`config.mk`:
```
export PLATFORM = sky130hd
export DESIGN_NAME = fp_mul_pipe_param
export DESIGN_NICKNAME = d
export VERILOG_FILES = /design/src/rtl/fp_mul_pkg.sv /design/src/rtl/fp_mul_round.sv /design/src/rtl/fp_mul_pipe_param.sv
export SDC_FILE = /design/constraint.sdc
export NUM_CORES = 1
export LEC_CHECK = 0
export ABC_AREA = 0
export BUFFER_PORTS_ARGS = -buffer_cell sky130_fd_sc_hd__buf_2
export CAP_MARGIN = 20
export CORE_UTILIZATION = 45
export DETAILED_ROUTE_END_ITERATION = 8
export HOLD_SLACK_MARGIN = 0.08
export MAX_ROUTING_LAYER = met4
export SYNTH_ARGS = -nofsm -noshare
export SYNTH_HDL_FRONTEND = slang
export SYNTH_SLANG_ARGS = --single-unit
```
`constraint.sdc`:
```
create_clock -name clk -period 6.4 [get_ports clk]
set_clock_uncertainty 0.2 [all_clocks]
set_input_delay 0.64 -clock clk [delete_from_list [all_inputs] [get_ports clk]]
set_output_delay 0.64 -clock clk [all_outputs]
set_load 0.005 [all_outputs]
```
`src/rtl/fp_mul_pkg.sv`:
```
// Shared constants, operand classes and field-constant helpers for the pipelined FP multiplier.
package fp_mul_pkg;

  localparam int DEF_EXP_W = 8;
  localparam int DEF_MAN_W = 7;
  localparam int DEF_W     = 1 + DEF_EXP_W + DEF_MAN_W;

  localparam int FLG_INV = 3;
  localparam int FLG_OVF = 2;
  localparam int FLG_UDF = 1;
  localparam int FLG_INX = 0;

  typedef enum logic [1:0] {ZERO, NORM, INF, NAN} fp_class_e;

  function automatic int bias_of(input int exp_w);
    return (1 << (exp_w - 1)) - 1;
  endfunction

  // Magnitudes are returned wide; callers keep the low 1+EXP_W+MAN_W bits.
  function automatic logic [63:0] inf_mag(input int exp_w, input int man_w);
    return ((64'd1 << exp_w) - 64'd1) << man_w;
  endfunction

  function automatic logic [63:0] qnan_val(input int exp_w, input int man_w);
    return inf_mag(exp_w, man_w) | (64'd1 << (man_w - 1));
  endfunction

endpackage

```
`src/rtl/fp_mul_round.sv`:
```
// Normalise the raw mantissa product, round to nearest even, and saturate to inf or flush to zero.
module fp_mul_round
  import fp_mul_pkg::*;
#(
  parameter int EXP_W = DEF_EXP_W,
  parameter int MAN_W = DEF_MAN_W
) (
  input  logic                           sgn_i,
  input  logic [2*MAN_W+1:0]             prod_i,
  input  logic signed [EXP_W+1:0]        exp_i,
  output logic [EXP_W+MAN_W:0]           z_o,
  output logic                           ovf_o,
  output logic                           udf_o,
  output logic                           inx_o
);
  localparam int PW  = 2 * MAN_W + 2;
  localparam int EW2 = EXP_W + 2;
  localparam logic signed [EW2-1:0] ONE  = EW2'(1);
  localparam logic signed [EW2-1:0] ZRO  = '0;
  localparam logic signed [EW2-1:0] EMAX = EW2'((1 << EXP_W) - 1);
  localparam logic [63:0] INF64 = inf_mag(EXP_W, MAN_W);
  localparam logic [EXP_W+MAN_W-1:0] INF_MAG = INF64[EXP_W+MAN_W-1:0];

  function automatic logic rne_up(input logic grd, input logic stk, input logic lsb);
    return grd & (stk | lsb);
  endfunction

  logic [PW-2:0]           norm;
  logic signed [EW2-1:0]   exp_n, exp_r;
  logic [MAN_W-1:0]        man;
  logic [MAN_W:0]          man_r;
  logic                    grd, stk;

  always_comb begin
    // Product lies in [1,4); align so the hidden bit is dropped and the fraction starts at PW-2.
    norm  = prod_i[PW-1] ? prod_i[PW-2:0] : {prod_i[PW-3:0], 1'b0};
    exp_n = prod_i[PW-1] ? exp_i + ONE : exp_i;
    man   = norm[PW-2 -: MAN_W];
    grd   = norm[PW-2-MAN_W];
    stk   = |norm[PW-3-MAN_W:0];
    man_r = {1'b0, man} + {{MAN_W{1'b0}}, rne_up(grd, stk, man[0])};
    exp_r = exp_n + (man_r[MAN_W] ? ONE : ZRO);
    ovf_o = (exp_r >= EMAX);
    udf_o = !ovf_o && (exp_r <= ZRO);
    inx_o = grd | stk | ovf_o | udf_o;
    z_o   = {sgn_i, exp_r[EXP_W-1:0], man_r[MAN_W-1:0]};
    if (ovf_o)      z_o = {sgn_i, INF_MAG};
    else if (udf_o) z_o = {sgn_i, {(EXP_W+MAN_W){1'b0}}};
  end

endmodule

```
`src/rtl/fp_mul_pipe_param.sv`:
```
// Three-stage FP multiplier (classify, multiply, round) with elastic valid/ready stages and a pass-through tag.
module fp_mul_pipe_param
  import fp_mul_pkg::*;
#(
  parameter int EXP_W = DEF_EXP_W,
  parameter int MAN_W = DEF_MAN_W,
  parameter int TAG_W = 4
) (
  input  logic                   clk,
  input  logic                   rst,
  input  logic                   in_valid,
  output logic                   in_ready,
  input  logic [EXP_W+MAN_W:0]   in_a,
  input  logic [EXP_W+MAN_W:0]   in_b,
  input  logic [TAG_W-1:0]       in_tag,
  output logic                   out_valid,
  input  logic                   out_ready,
  output logic [EXP_W+MAN_W:0]   out_z,
  output logic [TAG_W-1:0]       out_tag,
  output logic [3:0]             out_flags
);
  localparam int W   = 1 + EXP_W + MAN_W;
  localparam int PW  = 2 * MAN_W + 2;
  localparam int EW2 = EXP_W + 2;
  localparam logic signed [EW2-1:0] BIAS_S = EW2'(bias_of(EXP_W));
  localparam logic [63:0] INF64 = inf_mag(EXP_W, MAN_W);
  localparam logic [63:0] NAN64 = qnan_val(EXP_W, MAN_W);
  localparam logic [W-2:0] INF_MAG = INF64[W-2:0];
  localparam logic [W-1:0] QNAN    = NAN64[W-1:0];

  function automatic fp_class_e classify(input logic [EXP_W-1:0] e, input logic [MAN_W-1:0] m);
    if (e == '0) return ZERO;
    if (&e)      return (m == '0) ? INF : NAN;
    return NORM;
  endfunction

  logic vld_p0_q, vld_p1_q, vld_p2_q;
  logic en_p0, en_p1, en_p2;

  logic                 sgn_p0_q;
  fp_class_e            cls_a_p0_q, cls_b_p0_q;
  logic [EXP_W-1:0]     exp_a_p0_q, exp_b_p0_q;
  logic [MAN_W:0]       man_a_p0_q, man_b_p0_q;
  logic [TAG_W-1:0]     tag_p0_q;

  logic                 sgn_p1_q, spc_p1_q, inv_p1_q;
  logic                 spc_p1_d, inv_p1_d;
  logic [W-1:0]         spc_z_p1_q, spc_z_p1_d;
  logic [PW-1:0]        prod_p1_q, prod_p1_d;
  logic signed [EW2-1:0] exp_p1_q, exp_p1_d;
  logic [TAG_W-1:0]     tag_p1_q;

  logic [W-1:0]         z_p2_q, z_p2_d;
  logic [3:0]           flg_p2_q, flg_p2_d;
  logic [TAG_W-1:0]     tag_p2_q;

  logic [W-1:0]         rnd_z;
  logic                 rnd_ovf, rnd_udf, rnd_inx;

  // A stage loads whenever it is empty or its contents move on, so bubbles collapse.
  assign en_p2    = !vld_p2_q | out_ready;
  assign en_p1    = !vld_p1_q | en_p2;
  assign en_p0    = !vld_p0_q | en_p1;
  assign in_ready = en_p0;

  always_ff @(posedge clk) begin
    if (rst) begin
      vld_p0_q <= 1'b0;
      vld_p1_q <= 1'b0;
      vld_p2_q <= 1'b0;
    end else begin
      if (en_p0) vld_p0_q <= in_valid;
      if (en_p1) vld_p1_q <= vld_p0_q;
      if (en_p2) vld_p2_q <= vld_p1_q;
    end
  end

  // Stage p0: unpack and classify; subnormals classify as zero.
  always_ff @(posedge clk) begin
    if (en_p0 && in_valid) begin
      sgn_p0_q   <= in_a[W-1] ^ in_b[W-1];
      cls_a_p0_q <= classify(in_a[W-2:MAN_W], in_a[MAN_W-1:0]);
      cls_b_p0_q <= classify(in_b[W-2:MAN_W], in_b[MAN_W-1:0]);
      exp_a_p0_q <= in_a[W-2:MAN_W];
      exp_b_p0_q <= in_b[W-2:MAN_W];
      man_a_p0_q <= {1'b1, in_a[MAN_W-1:0]};
      man_b_p0_q <= {1'b1, in_b[MAN_W-1:0]};
      tag_p0_q   <= in_tag;
    end
  end

  always_comb begin
    prod_p1_d  = PW'(man_a_p0_q) * PW'(man_b_p0_q);
    exp_p1_d   = $signed({2'b00, exp_a_p0_q}) + $signed({2'b00, exp_b_p0_q}) - BIAS_S;
    spc_p1_d   = 1'b1;
    inv_p1_d   = 1'b0;
    spc_z_p1_d = {sgn_p0_q, INF_MAG};
    if (cls_a_p0_q == NAN || cls_b_p0_q == NAN ||
        (cls_a_p0_q == INF && cls_b_p0_q == ZERO) || (cls_a_p0_q == ZERO && cls_b_p0_q == INF)) begin
      spc_z_p1_d = QNAN;
      inv_p1_d   = 1'b1;
    end else if (cls_a_p0_q == INF || cls_b_p0_q == INF) begin
      spc_z_p1_d = {sgn_p0_q, INF_MAG};
    end else if (cls_a_p0_q == ZERO || cls_b_p0_q == ZERO) begin
      spc_z_p1_d = {sgn_p0_q, {(W-1){1'b0}}};
    end else begin
      spc_p1_d   = 1'b0;
    end
  end

  // Stage p1: mantissa product, biased exponent sum, special-case result.
  always_ff @(posedge clk) begin
    if (en_p1 && vld_p0_q) begin
      sgn_p1_q   <= sgn_p0_q;
      spc_p1_q   <= spc_p1_d;
      inv_p1_q   <= inv_p1_d;
      spc_z_p1_q <= spc_z_p1_d;
      prod_p1_q  <= prod_p1_d;
      exp_p1_q   <= exp_p1_d;
      tag_p1_q   <= tag_p0_q;
    end
  end

  fp_mul_round #(.EXP_W(EXP_W), .MAN_W(MAN_W)) u_round (
    .sgn_i  (sgn_p1_q),
    .prod_i (prod_p1_q),
    .exp_i  (exp_p1_q),
    .z_o    (rnd_z),
    .ovf_o  (rnd_ovf),
    .udf_o  (rnd_udf),
    .inx_o  (rnd_inx)
  );

  always_comb begin
    z_p2_d            = rnd_z;
    flg_p2_d          = '0;
    flg_p2_d[FLG_OVF] = rnd_ovf;
    flg_p2_d[FLG_UDF] = rnd_udf;
    flg_p2_d[FLG_INX] = rnd_inx;
    if (spc_p1_q) begin
      z_p2_d            = spc_z_p1_q;
      flg_p2_d          = '0;
      flg_p2_d[FLG_INV] = inv_p1_q;
    end
  end

  // Stage p2: rounded result held as the output register.
  always_ff @(posedge clk) begin
    if (rst) begin
      z_p2_q   <= '0;
      tag_p2_q <= '0;
      flg_p2_q <= '0;
    end else if (en_p2 && vld_p1_q) begin
      z_p2_q   <= z_p2_d;
      tag_p2_q <= tag_p1_q;
      flg_p2_q <= flg_p2_d;
    end
  end

  assign out_valid = vld_p2_q;
  assign out_z     = z_p2_q;
  assign out_tag   = tag_p2_q;
  assign out_flags = flg_p2_q;

endmodule
```
==> impl_results.md <==
- Die Outline Area: 15600 µm²
- Number of warning messages in the yosys log: 0
- Worst setup timing slack at the placement stage: about 1400 ps
- Synth Area in Compound Gates: 0.106
- Combined area of the multi-input logic cells: around 3600 µm²
- Sw frac: 0.351
- Reported net switching power: between 0.0008 and 0.0009 W
- Timing-limited maximum frequency: 200 MHz
- Main combinational cell family by area after synthesis: adder cells
- Proportion of synthesized chip area in sequential cells: 0.410
- Min-Delay Path Class: flop to flop
- Clock Path Buffers: 2
- Number of global-route vias before repair: 4685
- Chain of cells forming the critical path: and2_1, fa_1, inv_1, fa_1, inv_1, fa_1, inv_1, fa_1, inv_1, ha_1, a21boi_0, o21ai_0, a21oi_1, a41o_1, o41a_1, xnor2_1
- Largest net degree at the start of global routing: 40
- Ant. Diodes: 0
- Proportion of layout cells with a drive suffix above 1: 0.141
- Number of top-level pins: between 60 and 70
- Startpoint of the lowest-slack register-to-register path: man_b_p0_q[4]
- Critical path's top delay family: adder cells
- Launch point of the critical path: man_b_p0_q[4]
- Number of clock sinks seen by CTS: 102
- Final wirelength: around 13000 µm
- Unrepaired setup endpoints after global routing: false
- Arithmetic-cell share of the synthesized area counting full adders, half adders and majority gates: 0.208
- Critical path destination: prod_p1_q[15]
- Antenna violations before repair: 0
- Setup bufs post-CTS: 0
- Wire length of the first global-routing pass: 22800 µm
- Number of max-slew violations in the final report: 0
- Post-synthesis to final-layout area growth: 12.5%
- DIE HEIGHT: 125 µm
- Synthesized flop and latch total: 102
- Number of nets produced by synthesis: 778
- Maximum Capacitance Violations: 0
- R2R depth: 16
- Final routed DRC violation total: 14
- Crit. End Element: flop
- Worst-skew pair later-pin latency: about 350 ps
- Share of synthesized flip-flops with an asynchronous set or reset: 0
- Category of the critical setup timing path: flop to flop
- Final hold violation count: 0
- Filler cell count in the final layout: 1321
- Fraction of the cycle the final worst path needs: 0.781
- Post-detailed-route count of antenna-violating nets: 0
- Share of synthesized area spent on multiplexers: 0.00918
- Combinational power share: 0.408
- Share of total power in the clock network: 0.222
- First-pass iteration count of the detailed router: 6
- Cell depth of the worst setup path: 16
- Most frequently used flop master after synthesis: sky130_fd_sc_hd__edfxtp_1
- Average size of a mapped cell: 10.5 µm²
- Total routing usage reported by global routing: 0.190
- Final weighted congestion of routability-driven global placement: just under 0.9
- Destination of the worst register-to-register timing path: prod_p1_q[15]
- Post-detailed-placement half-perimeter wirelength: 10600 µm
- Quantity of hold-fixing buffers added after cts: 0
- H-tree depth: 3
- Most common cell after layout, fill and taps aside: sky130_fd_sc_hd__inv_1
- Hold path startpoint: tag_p0_q[2]
- Total clock buffers created by CTS: 9
- Pwr/cell area: 327 nW/µm²
- Most frequent cells in the layout: sky130_fd_sc_hd__inv_1, sky130_fd_sc_hd__edfxtp_1, sky130_fd_sc_hd__buf_2
- TritonCTS clock tree: built
- Worst Path Max Fanout: 8
- Reg clk slew, reported paths: roughly 70 ps
- Vias: 4722
- Crit path buffers/inverters: 4
- Congestion Overflow GR: 0
- Synth Instances: 647
- Synth Area in XOR/XNOR: 0.0466
- Data arrival time of the critical path: between 4000 and 5000 ps
- Worst Setup Slack, final: approximately 1400 ps
- Kind of launch point of the worst setup path: flop
- Number of rows in the core area: 44
- Result of the run: finished, violations left
- Violated checks: DRC
- Average wire per standard cell: 14.8 µm
- Minimum clock period: 5000 ps
- Post-route setup TNS: 0 ps
- Worst vdd rail ir drop: 0.161 mV
- Number of flops mapped to enable cells by yosys: 75
- Leakage power summed over all cells: 3.30 nW
- Sequential Area: 2790 µm²
- Violation count after the first detailed-route iteration: 267
- Internal power: 0.00163 W
- Cts repair resizes: 0
- Initial Util: 0.465
- Summed instance area of the synthesized netlist: 6810 µm²
- Data required, critical path: between 6000 and 7000 ps
- Root buffer cell: sky130_fd_sc_hd__clkbuf_16
- Slowest stage cell on the critical path: sky130_fd_sc_hd__fa_1
- X dimension of the die: 125 µm
- Vias per std cell: 5.24
- Worst rel slew slack: 0.338
- Final-report setup violation count: 0
- Critical Path Max Stage Delay: 530 ps
- Distinct cells, synth: between 70 and 80
- Input/output buffers: 65
- Area fraction in and, or, nand and nor cells after synthesis: 0.158
- Placeable Area: 14600 µm²
- Slew at the pin closest to its max-slew limit: 993 ps
- Reg-to-reg slack, setup: 1400 ps
- Seq pwr share: 0.369
- Layout Nets: around 840
==> flip-flops by register name, summed over array words and instances (netlist names), 7 cells and up <==
register,flops
out_z,16
exp_a_p0_q,8
man_b_p0_q,7
man_a_p0_q,7
exp_p1_q,10
exp_b_p0_q,8
prod_p1_q,16
==> power groups by stage <==
stage	registers [W]	logic (W)	clock network, W
after CTS	0.000925	0.00103	0.000577
final	0.000925	0.00102	0.000557
after detailed placement	0.000939	0.00102	0
after global routing	0.000939	0.00118	0.000595
after global placement	0.000935	0.00100	0
after floorplan	0.000904	0.000840	0
==> logic make-up after synthesis <==
| logic type | after synthesis |
|---|---|
| and+or+nand+nor | 202 |
| AOI/OAI and AO/OA | 106 |
| buffers and inverters | 107 |
| xor gates and xnor gates | 33 |
| DFF | 102 |
| muxes | 6 |
| adders and majority gates | 91 |
==> how the worst min path moves through the flow <==
stage	to	slack, ps	cells after the start
2_1_floorplan	tag_p1_q[0]	200	0
6_report	tag_p1_q[2]	230	0
3_3_place_gp	tag_p1_q[1]	210	0
3_5_place_dp	tag_p1_q[0]	210	0
4_1_cts	tag_p1_q[3]	230	0
5_1_grt	tag_p0_q[0]	240	1
==> area by class of cell <==
cell class,count,area share
Clock inverter,6,0.00996
Timing Repair Buffer,67,0.0470
Multi-Input combinational cell,438,0.473
Tap cell,184,0.0300
Inverter,94,0.0460
Sequential cell,102,0.364
Clock buffer,10,0.0299
==> layer usage <==
| metal | global-route usage | part of all wire | vias up |
|---|---|---|---|
| li1 | - | - | 2386 |
| met1 | 0.243 | 0.49 | 2227 |
| met2 | 0.301 | 0.46 | 94 |
| met3 | 0.0372 | 0.038 | 15 |
| met4 | 0.0638 | 0.015 | 0 |
| met5 | - | 0 | - |
==> cells in the mapped netlist, types with 14 or more instances <==
master                     number  area, µm²
sky130_fd_sc_hd__nor2_1        42        158
sky130_fd_sc_hd__ha_1          54        676
sky130_fd_sc_hd__nand2_1       50        188
sky130_fd_sc_hd__nand3_1       14       70.1
sky130_fd_sc_hd__xnor2_1       21        184
sky130_fd_sc_hd__inv_1         93        349
sky130_fd_sc_hd__and2_1        30        188
sky130_fd_sc_hd__edfxtp_1      75       2250
sky130_fd_sc_hd__a21oi_1       37        185
sky130_fd_sc_hd__fa_1          37        741
sky130_fd_sc_hd__dfxtp_1       27        541
==> stage by stage <==
stage               total power (W)  hold slack [ps]  cells  area [µm²]   util
global route                0.00272              243    901        7660  0.523
finish                      0.00251              226    901        7660  0.523
detailed placement          0.00196              209    884        7330  0.501
CTS                         0.00253              228    900        7640  0.522
floorplan                   0.00174              200    647        6810      -
global placement            0.00194              211    884        7330  0.501
(Power assumes the default switching activity.)
